$ cat src/rtl/mem_arbiter.sv
// mem_arbiter: shares one single-ported memory between instruction fetch and the
// load/store stage. Data requests win, and every access lasts a fixed LAT cycles.
module mem_arbiter #(
  parameter int AW  = 7,
  parameter int LAT = 2
) (
  input  logic          clk,
  input  logic          reset,
  input  logic          if_req,
  input  logic [AW-1:0] if_addr,
  output logic [31:0]   if_rdata,
  output logic          if_ack,
  input  logic          d_rd,
  input  logic          d_wr,
  input  logic [AW-1:0] d_addr,
  input  logic [31:0]   d_wdata,
  output logic [31:0]   d_rdata,
  output logic          d_ack,
  output logic          stall_if,
  output logic          stall_mem,
  output logic [AW-1:0] mem_addr,
  output logic [31:0]   mem_wdata,
  output logic          mem_rd,
  output logic          mem_wr,
  input  logic [31:0]   mem_rdata,
  output logic          busy
);

  localparam logic [3:0] CNT_LAST = 4'(LAT - 1);

  typedef enum logic [1:0] {
    IDLE    = 2'd0,
    IF_BUSY = 2'd1,
    D_BUSY  = 2'd2
  } state_t;

  state_t     state;
  state_t     state_nx;
  logic [3:0] cnt;
  logic       is_wr;
  logic       d_req;
  logic       last;
  logic       grant_if;
  logic       grant_d;

  assign d_req = d_rd | d_wr;
  assign busy  = (state == IF_BUSY) | (state == D_BUSY);
  assign last  = busy & (cnt == CNT_LAST);

  // Arbitration; in a last cycle the requester just served is not reconsidered.
  always_comb begin
    state_nx = state;
    grant_if = 1'b0;
    grant_d  = 1'b0;
    case (state)
      IDLE: begin
        if (d_req) begin
          grant_d  = 1'b1;
          state_nx = D_BUSY;
        end else if (if_req) begin
          grant_if = 1'b1;
          state_nx = IF_BUSY;
        end else begin
          state_nx = IDLE;
        end
      end
      IF_BUSY: begin
        if (last) begin
          if (d_req) begin
            grant_d  = 1'b1;
            state_nx = D_BUSY;
          end else begin
            state_nx = IDLE;
          end
        end else begin
          state_nx = IF_BUSY;
        end
      end
      D_BUSY: begin
        if (last) begin
          if (if_req) begin
            grant_if = 1'b1;
            state_nx = IF_BUSY;
          end else begin
            state_nx = IDLE;
          end
        end else begin
          state_nx = D_BUSY;
        end
      end
      default: begin
        state_nx = IDLE;
      end
    endcase
  end

  // State register.
  always_ff @(posedge clk or posedge reset) begin
    if (reset) begin
      state <= IDLE;
    end else begin
      state <= state_nx;
    end
  end

  // Access counter plus address/data/direction captured at grant.
  always_ff @(posedge clk or posedge reset) begin
    if (reset) begin
      cnt       <= 4'd0;
      is_wr     <= 1'b0;
      mem_addr  <= {AW{1'b0}};
      mem_wdata <= 32'd0;
    end else if (grant_d) begin
      cnt       <= 4'd0;
      is_wr     <= d_wr;
      mem_addr  <= d_addr;
      mem_wdata <= d_wdata;
    end else if (grant_if) begin
      cnt      <= 4'd0;
      is_wr    <= 1'b0;
      mem_addr <= if_addr;
    end else if (last) begin
      cnt <= 4'd0;
    end else if (busy) begin
      cnt <= cnt + 4'd1;
    end
  end

  // Strobes come only from flops so a changing request cannot glitch them.
  assign if_ack    = (state == IF_BUSY) & last;
  assign d_ack     = (state == D_BUSY) & last;
  assign mem_rd    = (state == IF_BUSY) | ((state == D_BUSY) & ~is_wr);
  assign mem_wr    = (state == D_BUSY) & is_wr & last;
  assign if_rdata  = if_ack ? mem_rdata : 32'd0;
  assign d_rdata   = (d_ack & ~is_wr) ? mem_rdata : 32'd0;
  assign stall_if  = if_req & ~if_ack;
  assign stall_mem = d_req & ~d_ack;

  mem_arbiter_checker #(.AW(AW)) u_checker (
    .clk      (clk),
    .reset    (reset),
    .if_ack   (if_ack),
    .d_ack    (d_ack),
    .mem_rd   (mem_rd),
    .mem_wr   (mem_wr),
    .busy     (busy),
    .mem_addr (mem_addr)
  );

endmodule

// mem_arbiter_checker: protocol properties of the arbiter's memory side.
module mem_arbiter_checker #(
  parameter int AW = 7
) (
  input logic          clk,
  input logic          reset,
  input logic          if_ack,
  input logic          d_ack,
  input logic          mem_rd,
  input logic          mem_wr,
  input logic          busy,
  input logic [AW-1:0] mem_addr
);

  a_single_ack: assert property (@(posedge clk) disable iff (reset) !(if_ack && d_ack));
  a_rd_wr_excl: assert property (@(posedge clk) disable iff (reset) !(mem_rd && mem_wr));
  a_wr_at_ack:  assert property (@(posedge clk) disable iff (reset) mem_wr |-> d_ack);
  // Address may only move at a grant, which follows an ack or IDLE.
  a_addr_hold:  assert property (@(posedge clk) disable iff (reset)
                  (busy && !if_ack && !d_ack) |=> $stable(mem_addr));

endmodule
$ cat config.mk
export PLATFORM = sky130hd
export DESIGN_NAME = mem_arbiter
export DESIGN_NICKNAME = d
export VERILOG_FILES = /design/src/rtl/mem_arbiter.sv
export SDC_FILE = /design/constraint.sdc
export NUM_CORES = 1
export LEC_CHECK = 0
export ABC_AREA = 1
export BUFFER_PORTS_ARGS = -buffer_cell sky130_fd_sc_hd__buf_2
export CORE_ASPECT_RATIO = 0.8
export CORE_MARGIN = 4
export CORE_UTILIZATION = 40
export CTS_CLUSTER_SIZE = 20
export DETAILED_ROUTE_END_ITERATION = 7
export PLACE_DENSITY = 0.8
export SYNTH_ARGS = -nofsm -noshare
export SYNTH_HDL_FRONTEND = slang
export SYNTH_SLANG_ARGS = --single-unit
$ cat constraint.sdc
create_clock -name clk -period 3.7 [get_ports clk]
set_input_delay 0.555 -clock clk [delete_from_list [all_inputs] [get_ports clk]]
set_output_delay 0.555 -clock clk [all_outputs]
set_load 0.01 [all_outputs]
==> metrics.txt, run 1 <==
Slew Viols, Final 0; largest cells by area after synthesis dfrtp_1, nand2_1, nor2_1; Tightest Hold Check Type in -> reg; die boundary height 79.76 um; wire length of the first global-routing pass 13.88 mm; Root Driver clkbuf_8; Post-Place Worst Slack 0.9139 ns; Async SR Flop Fraction 100.0%; H-Tree Depth 2; Final Worst Setup Slack 0.5530 ns; startpoint-to-endpoint class of the critical path reg -> out; mean cell area of the mapped netlist 7.016 um^2; number of maximum-capacitance constraint violations 0; worst endpoint required time 3.14 ns; storage element area 1151 um^2; setup violation total in the final timing report 0; share of the clock period used by the worst path after layout 85.05%; number of filler instances in the final layout 601; Worst EP arrival 2.59 ns; top-level I/O count 193; max frequency 317.8 MHz; final wirelength 8.577 mm; overall via count from detail_route 2830; Buffers on Ports 192; number of antenna repair diodes 0; library cell occupying the most area in the post-synthesis netlist dfrtp_1; RD Place Congestion 0.9993; Tightest Pin Transition 1.019 ns; startpoint kind of the worst setup timing path flop; core area 6068 um^2; Initial DRC Count 114; count of unique library cells instantiated by Yosys 22; Post-synth top cells nand2_1, nor2_1, inv_1; CTS tree yes; cell count after synthesis 367; most common cell in the synthesized netlist nand2_1; Static Leakage 2.466 nW; run status complete, no violations; power density cells 676.6 nW/um^2; largest net degree at the start of global routing 47; hold violation count in the final report 0; total die area 7793 um^2; number of vias per cell after detailed routing 4.464; aggregate negative setup slack 0 ns; clock slew seen by the registers of the worst setup and hold paths 0.08 ns; GR Util All Layers 21.85%; detailed placer's ending HPWL 6.897 mm; worst rel slew slack 31.93%; sequential share of the synthesized area 44.70%; post-CTS resize count 0; setup repair after global routing missed its margin false; layout cells sized above 1 39.06%; clock tree skew after final layout 0.003495 ns; initial antenna violation count 0; Routed wire per std cell 13.53 um; count of antenna-violating nets left after detailed routing 0; maximum buffer depth of the clock tree 2; insertion delay of the later-clocked pin in the worst-skew pair 0.29 ns; number of iterations in the first detailed-routing pass 4; vias in the first global route 2824; post-CTS setup repair buffer count 0; number of remaining DRC errors 0; EDFF count, synth 0; fin crit period 3.147 ns; multi-input gate area in the final layout 1142 um^2; GRT Residual Overflow 0; Post-Syn Area 2575 um^2; hold-fix buffer count after cts 0; fraction of synthesized cell area taken by the top area cell type 44.70%; final net count 641; IR drop worst, VDD 0.0004251 V; Area growth, synth to finish 41.40%; initial core utilization 42.43%; crit-path max FO 32; number of sinks on the clock net 46; kind of end point of the critical path output port; number of rows created at floorplan 25; Syn Nets 456; clock buffers created by TritonCTS 5; post-synthesis register bit count 46; die width 97.71 um; commonest register cell after synthesis dfrtp_1; number of synthesis warnings 0
-- registers in the layout, indices dropped and copies added (netlist names) --
register,cells
mem_wdata,32
mem_addr,7
cnt,4
state,2
is_wr,1
-- final cells by class --
class | count | share of cell area, %
repair buffers | 192 | 26.39
flip-flops and latches | 46 | 31.62
clock inverters | 2 | 0.3780
clock buffers | 6 | 1.993
multi-input cells | 254 | 31.37
inverters | 53 | 5.464
well taps | 81 | 2.784
-- where the power goes --
part | internal, mW | total (mW) | switching (mW)
clock network | 0.134 | 0.298 | 0.165
registers | 0.738 | 0.872 | 0.134
logic | 0.466 | 1.29 | 0.827
-- layout by cell type, fill, tap and decap left out --
cell type    n
a21oi_1      3
a31oi_1      1
buf_2      192
clkbuf_1     1
clkbuf_8     5
clkinv_2     1
clkinv_4     1
dfrtp_1     46
ha_1         6
inv_1       50
inv_2        3
nand2_1    135
nand2_2      4
nand2_4      4
nand3_1     16
nand3_4      2
nor2_1      72
nor2_2       1
nor2_4       2
nor2_8       1
nor3_1       1
o21ai_0      6
-- metal layers --
| layer | up-vias | GRT usage (%) | wire (um) |
|---|---|---|---|
| li1 | 1443 | - | - |
| met1 | 1259 | 26.23 | 3499 |
| met2 | 120 | 39.81 | 4297 |
| met3 | 8 | 5.939 | 683 |
| met4 | 0 | 4.011 | 97 |
| met5 | - | 0 | 0 |
-- worst max-delay path, cell delays in order (launching register included) --
cell and delay (ns):
dfrtp_1 0.38, inv_1 0.07, ha_1 0.37, nand2_2 0.11
nor2_8 0.15, nand2_2 0.09, inv_2 0.06, nand2_1 0.55
nor2_1 0.33, buf_2 0.18
-- worst paths after layout --
kind                       slack, ns     startpoint       endpoint  cells past startpoint
max                             0.55       state[0]    d_rdata[11]                      9
min reg2reg                     0.47  mem_wdata[28]  mem_wdata[28]                      2
max reg2reg                     1.31       state[0]          is_wr                      9
min in group asynchronous       0.47          reset  mem_wdata[19]                      2
min                             0.46     d_wdata[2]   mem_wdata[2]                      3
max in group asynchronous       2.65          reset    mem_addr[2]                      2
-- logic make-up after synthesis --
logic type	after synthesis	share of synthesized area (%)
AND/OR/NAND/NOR	238	39.46
adder cells (fa/ha/maj)	6	2.915
buffers and inverters	67	10.93
AO/OA/AOI/OAI	10	1.992
flip-flops	46	44.70
-- metrics by stage --
| step | power (mW) | area, um^2 | hold slack (ns) | std cells | utilization (%) |
|---|---|---|---|---|---|
| after global placement | 2.139 | 3555 | 0.4482 | 626 | 58.58 |
| after floorplan | 1.721 | 2575 | 0.5056 | 367 | - |
| after global routing | 2.699 | 3641 | 0.4579 | 634 | 60.00 |
| after detailed placement | 2.189 | 3555 | 0.4536 | 626 | 58.58 |
| after CTS | 2.495 | 3641 | 0.4583 | 634 | 60.00 |
| final | 2.464 | 3641 | 0.4615 | 634 | 60.00 |
Power figures use the tool's default switching activity.
==> run 2: changes to the inputs <==
--- a/config.mk
+++ b/config.mk
@@ -12,7 +12,8 @@
 export CORE_UTILIZATION = 40
 export CTS_CLUSTER_SIZE = 20
 export DETAILED_ROUTE_END_ITERATION = 7
-export PLACE_DENSITY = 0.8
+export PLACE_DENSITY_LB_ADDON = 0.2
+export SKIP_LAST_GASP = 1
 export SYNTH_ARGS = -nofsm -noshare
 export SYNTH_HDL_FRONTEND = slang
 export SYNTH_SLANG_ARGS = --single-unit
==> run 2 against run 1 <==
Net effect:
- final cell count stayed put
- highest routed layer unchanged
- clock power is 23% higher
- largest cell class unchanged
- power is 2.2% higher
- wire length is 9.3% lower
- hold slack worse by 0.0060 ns
- clock skew is 0.0062 ns higher
- die area stayed put
- non-clock buffer count stayed put
- first-iteration DRC count is 36% lower
- count of clock-buffer cells in the layout stayed put
==> metrics.txt, run 2 (synthesis gave the netlist of run 1 again) <==
aggregate negative setup slack 0 ns; detailed placer's ending HPWL 6.170 mm; number of rows created at floorplan 25; post-layout util 60.39%; setup violation total in the final timing report 0; die width 97.71 um; GRT Residual Overflow 0; setup slack of the most critical reg-to-reg path 1.28 ns; WHS 0.4554 ns; Buffers on Ports 192; Int Pwr 1.405 mW; number of sinks on the clock net 46; clock slew seen by the registers of the worst setup and hold paths 0.09 ns; sequential cell fraction of total power 33.9%; net switching share of the total power 44.20%; post-CTS setup repair buffer count 0; Root Driver clkbuf_8; number of maximum-capacitance constraint violations 0; part of the power in combinational logic 51.5%; commonest non-fill, non-tap cell in the layout buf_2; Final Worst Setup Slack 0.5879 ns; initial core utilization 42.43%; count of antenna-violating nets left after detailed routing 0; share of the clock period used by the worst path after layout 84.11%; FF-to-FF path depth 9; startpoint-to-endpoint class of the critical path reg -> out; crit-path max FO 32; setup repair after global routing missed its margin false; kind of end point of the critical path output port; wire length of the first global-routing pass 12.48 mm; total design power 2.517 mW; number of antenna repair diodes 0; number of iterations in the first detailed-routing pass 4; startpoint kind of the worst setup timing path flop; Static Leakage 2.472 nW; layout cells sized above 1 39.06%; clock buffers created by TritonCTS 5; RD Place Congestion 0.8573; maximum buffer depth of the clock tree 2; hold-fix buffer count after cts 0; largest net degree at the start of global routing 47; clock tree skew after final layout 0.009732 ns; Tightest Pin Transition 0.9988 ns; overall via count from detail_route 2776; number of vias per cell after detailed routing 4.379; max frequency 321.3 MHz; final wirelength 7.778 mm; vias in the first global route 2599; register name with the most flops mem_wdata; hold violation count in the final report 0; endpoint of the worst-slack reg-to-reg timing path is_wr; CTS tree yes; leading cell types in the layout, fill and taps excluded buf_2, nand2_1, nor2_1; IR drop worst, VDD 0.0003500 V; run status complete, no violations; H-Tree Depth 2; final net count 641; top-level I/O count 193; insertion delay of the later-clocked pin in the worst-skew pair 0.29 ns; Clk pwr share 14.6%; total die area 7793 um^2; Initial DRC Count 73; Post-Place Worst Slack 0.9178 ns; Routed wire per std cell 12.27 um; worst endpoint required time 3.14 ns; reported net switching power 1.113 mW; Worst EP arrival 2.56 ns; post-CTS resize count 0; core area 6068 um^2; fin crit period 3.112 ns; Top Registers mem_wdata x32, mem_addr x7, cnt x4; r2r startpoint state[0]; Area growth, synth to finish 42.32%; max FFs per register 32; Slew Viols, Final 0; GR Util All Layers 19.59%; power density cells 686.9 nW/um^2; initial antenna violation count 0; number of remaining DRC errors 0; die boundary height 79.76 um; worst rel slew slack 33.26%; Tightest Hold Check Type in -> async
## run 2: cell types whose count changed in the layout (fill, tap and decap cells not counted), sizes merged
cell | before | now
clkinv | 2 | 0
bufinv | 0 | 1
clkinvlp | 0 | 1
## run 2: area by class of cell
type,instances,area (um^2)
inverters,53,198.9
clock inverters,2,37.54
flip-flops and latches,46,1151
fillers,581,2404
well taps,81,101.3
multi-input cells,254,1142
repair buffers,192,960.9
clock buffers,6,72.57
## run 2: stage by stage
step / cell area (um^2) / std cells
floorplan: 2575 / 367
CTS: 3665 / 634
global placement: 3555 / 626
global route: 3665 / 634
detailed placement: 3555 / 626
finish: 3665 / 634
## run 2: per-layer routing
layer	global-route usage, %	wire length [um]
met2	35.09	3922
met4	5.256	125
met1	23.75	3215
met5	0	0
met3	4.716	514
## run 2: worst max-delay path, cell delays in order, from the launching register on
cell and delay (ns):
dfrtp_1 0.38, inv_1 0.07, ha_1 0.37, nand2_2 0.11, nor2_8 0.15, nand2_2 0.10
inv_2 0.06, nand2_1 0.54, nor2_1 0.30, buf_2 0.17
## run 2: power groups by stage
stage	clock network, mW	logic [mW]	registers (mW)
detailed placement	0	1.32	0.862
global route	0.400	1.48	0.884
global placement	0	1.30	0.858
finish	0.367	1.30	0.855
floorplan	0	0.757	0.964
CTS	0.378	1.32	0.855
## run 2: how the worst max path moves through the flow
stage | slack [ns] | endpoint | cells after the start | startpoint
2_1_floorplan | 1.49 | d_rdata[10] | 9 | state[0]
3_3_place_gp | 1.03 | d_rdata[31] | 9 | state[0]
3_5_place_dp | 0.92 | d_rdata[21] | 9 | state[0]
4_1_cts | 0.59 | d_rdata[21] | 9 | state[0]
5_1_grt | 0.29 | d_rdata[4] | 9 | state[0]
6_report | 0.59 | d_rdata[21] | 9 | state[0]
==> run 3: changes to the inputs <==
--- a/config.mk
+++ b/config.mk
@@ -9,7 +9,7 @@
 export BUFFER_PORTS_ARGS = -buffer_cell sky130_fd_sc_hd__buf_2
 export CORE_ASPECT_RATIO = 0.8
 export CORE_MARGIN = 4
-export CORE_UTILIZATION = 40
+export CORE_UTILIZATION = 37
 export CTS_CLUSTER_SIZE = 20
 export DETAILED_ROUTE_END_ITERATION = 7
 export PLACE_DENSITY_LB_ADDON = 0.2
==> constraint.sdc (replaced) <==
create_clock -name clk -period 2.6 [get_ports clk]
set_input_delay 0.39 -clock clk [delete_from_list [all_inputs] [get_ports clk]]
set_output_delay 0.39 -clock clk [all_outputs]
set_load 0.01 [all_outputs]
==> run 3 against run 2 <==
Net effect:
- sequential share of layout area decreased by 0.15 points
- global-route usage decreased by 0.30 points
- largest cell class is now multi-input combinational cells
- hold slack got worse by 0.17 ns
- sequential power increased by 43%
- power increased by 40%
- first-iteration DRC count increased by 32%
- clock skew decreased by 0.0023 ns
- wire length increased by 5.8%
- core utilization decreased by 4.4 points
- clock power increased by 18%
- critical path type unchanged
- setup slack got worse by 0.39 ns
- critical endpoint unchanged
==> metrics.txt, run 3 (synthesis gave the netlist of run 1 again) <==
post-layout util 56.04%; insertion delay of the later-clocked pin in the worst-skew pair 0.30 ns; crit-path max FO 22; Area growth, synth to finish 43.00%; max FFs per register 32; Top Registers mem_wdata x32, mem_addr x7, cnt x4; number of sinks on the clock net 46; GRT Residual Overflow 0; worst endpoint required time 2.21 ns; number of rows created at floorplan 26; IR drop worst, VDD 0.0004480 V; die boundary height 82.62 um; cell with the most instances on the worst path nand2_2; Initial DRC Count 96; delay of the slowest critical-path stage 0.39 ns; setup repair after global routing missed its margin false; setup slack of the most critical reg-to-reg path 0.47 ns; commonest non-fill, non-tap cell in the layout buf_2; kind of end point of the critical path output port; hold violation count in the final report 0; leading cell types in the layout, fill and taps excluded buf_2, nand2_1, nor2_1; Static Leakage 2.480 nW; GR Util All Layers 19.29%; Tightest Pin Transition 0.9703 ns; wire length of the first global-routing pass 12.58 mm; aggregate negative setup slack 0 ns; clock slew seen by the registers of the worst setup and hold paths 0.09 ns; fin crit period 2.406 ns; hold wc startpoint d_wdata[2]; die width 101.3 um; Root Driver clkbuf_8; number of vias per cell after detailed routing 4.326; largest net degree at the start of global routing 47; Buffers on Ports 192; endpoint of the worst-slack reg-to-reg timing path mem_wdata[1]; final wirelength 8.232 mm; setup violation total in the final timing report 0; Tightest Hold Check Type in -> reg; final net count 644; FF-to-FF path depth 10; vias in the first global route 2630; Bufs and invs on worst path 4; startpoint-to-endpoint class of the critical path reg -> out; Slew Viols, Final 0; share of the clock period used by the worst path after layout 92.55%; r2r startpoint state[0]; initial core utilization 39.19%; WHS 0.2806 ns; number of filler instances in the final layout 661; Worst EP arrival 2.02 ns; layout cells sized above 1 39.57%; Routed wire per std cell 12.84 um; RD Place Congestion 0.8360; maximum buffer depth of the clock tree 2; number of iterations in the first detailed-routing pass 4; number of maximum-capacitance constraint violations 0; post-CTS setup repair buffer count 0; initial antenna violation count 1; run status complete, no violations; post-CTS resize count 0; Routed met1 length 3.222 mm; max layer used met4; worst rel slew slack 35.22%; endpoint with the worst hold slack mem_wdata[2]; top-level I/O count 193; overall via count from detail_route 2773; number of remaining DRC errors 0; CTS tree yes; max frequency 415.6 MHz; startpoint kind of the worst setup timing path flop; count of antenna-violating nets left after detailed routing 0; clock buffers created by TritonCTS 5; Final Worst Setup Slack 0.1937 ns; crit-path cells inv_1, ha_4, nand2_2, nor2_8, nand2_2, inv_2, nand2_1, buf_4, nor2_1, buf_2; clock tree skew after final layout 0.007445 ns; Post-Place Worst Slack 0.3749 ns; H-Tree Depth 2; power density cells 960.1 nW/um^2; detailed placer's ending HPWL 6.541 mm; hold-fix buffer count after cts 0; family with the most delay on the worst path buffers and inverters; met2 wirelength from detailed routing 4.068 mm; core area 6571 um^2; Slowest-stage cell, CP dfrtp_1; total die area 8366 um^2; register name with the most flops mem_wdata; number of instances on the worst hold path 3; met3 WL post-DR 857 um
[run 3: cell count changes in the layout (fill, tap and decap cells not counted), sizes merged]
cell | previous run | this run
clkinv | 0 | 2
buf | 192 | 195
clkinvlp | 1 | 0
diode | 0 | 1
bufinv | 1 | 0
[run 3: cell type report]
| class | count | area, um^2 | share of cell area (%) |
|---|---|---|---|
| Sequential cell | 46 | 1151 | 31.26 |
| Clock buffer | 6 | 72.57 | 1.971 |
| Antenna cell | 1 | 2.502 | 0.06796 |
| Clock inverter | 2 | 13.76 | 0.3738 |
| Inverter | 53 | 198.9 | 5.403 |
| Tap cell | 84 | 105.1 | 2.854 |
| Multi-Input combinational cell | 254 | 1155 | 31.36 |
| Timing Repair Buffer | 195 | 983.4 | 26.71 |
[run 3: worst reg2reg max path, delay by kind of cell (launching register included)]
kind / cells / cell delay, ns
adders and majority gates: 1 / 0.30
buffers and inverters: 3 / 0.41
DFF: 1 / 0.39
and+or+nand+nor: 6 / 0.93
[run 3: layer usage]
layer	up-vias	global-route usage [%]
met2	114	35.44
li1	1450	-
met1	1203	22.00
met5	-	0
met3	6	6.381
met4	0	3.984
[run 3: how the worst max path moves through the flow]
stage / start / endpoint / slack (ns) / cells after the start
5_1_grt: state[0] / d_rdata[21] / 0.03 / 10
6_report: state[0] / d_rdata[21] / 0.19 / 10
3_3_place_gp: state[0] / mem_wdata[20] / 0.46 / 10
2_1_floorplan: state[0] / d_rdata[10] / 0.55 / 9
3_5_place_dp: state[0] / mem_wdata[22] / 0.37 / 10
4_1_cts: state[0] / d_rdata[21] / 0.1 / 10
[run 3: where the power goes]
part	switching (mW)	internal (mW)	leakage, nW
combinational	1.18	0.700	1.86
clock	0.243	0.190	0.0452
sequential	0.174	1.05	0.571
[run 3: stage by stage]
step | instance area [um^2] | power [mW] | cells
finish | 3682 | 3.536 | 641
global placement | 3581 | 3.075 | 632
floorplan | 2575 | 2.449 | 367
global route | 3682 | 3.875 | 641
CTS | 3667 | 3.557 | 640
detailed placement | 3581 | 3.112 | 632
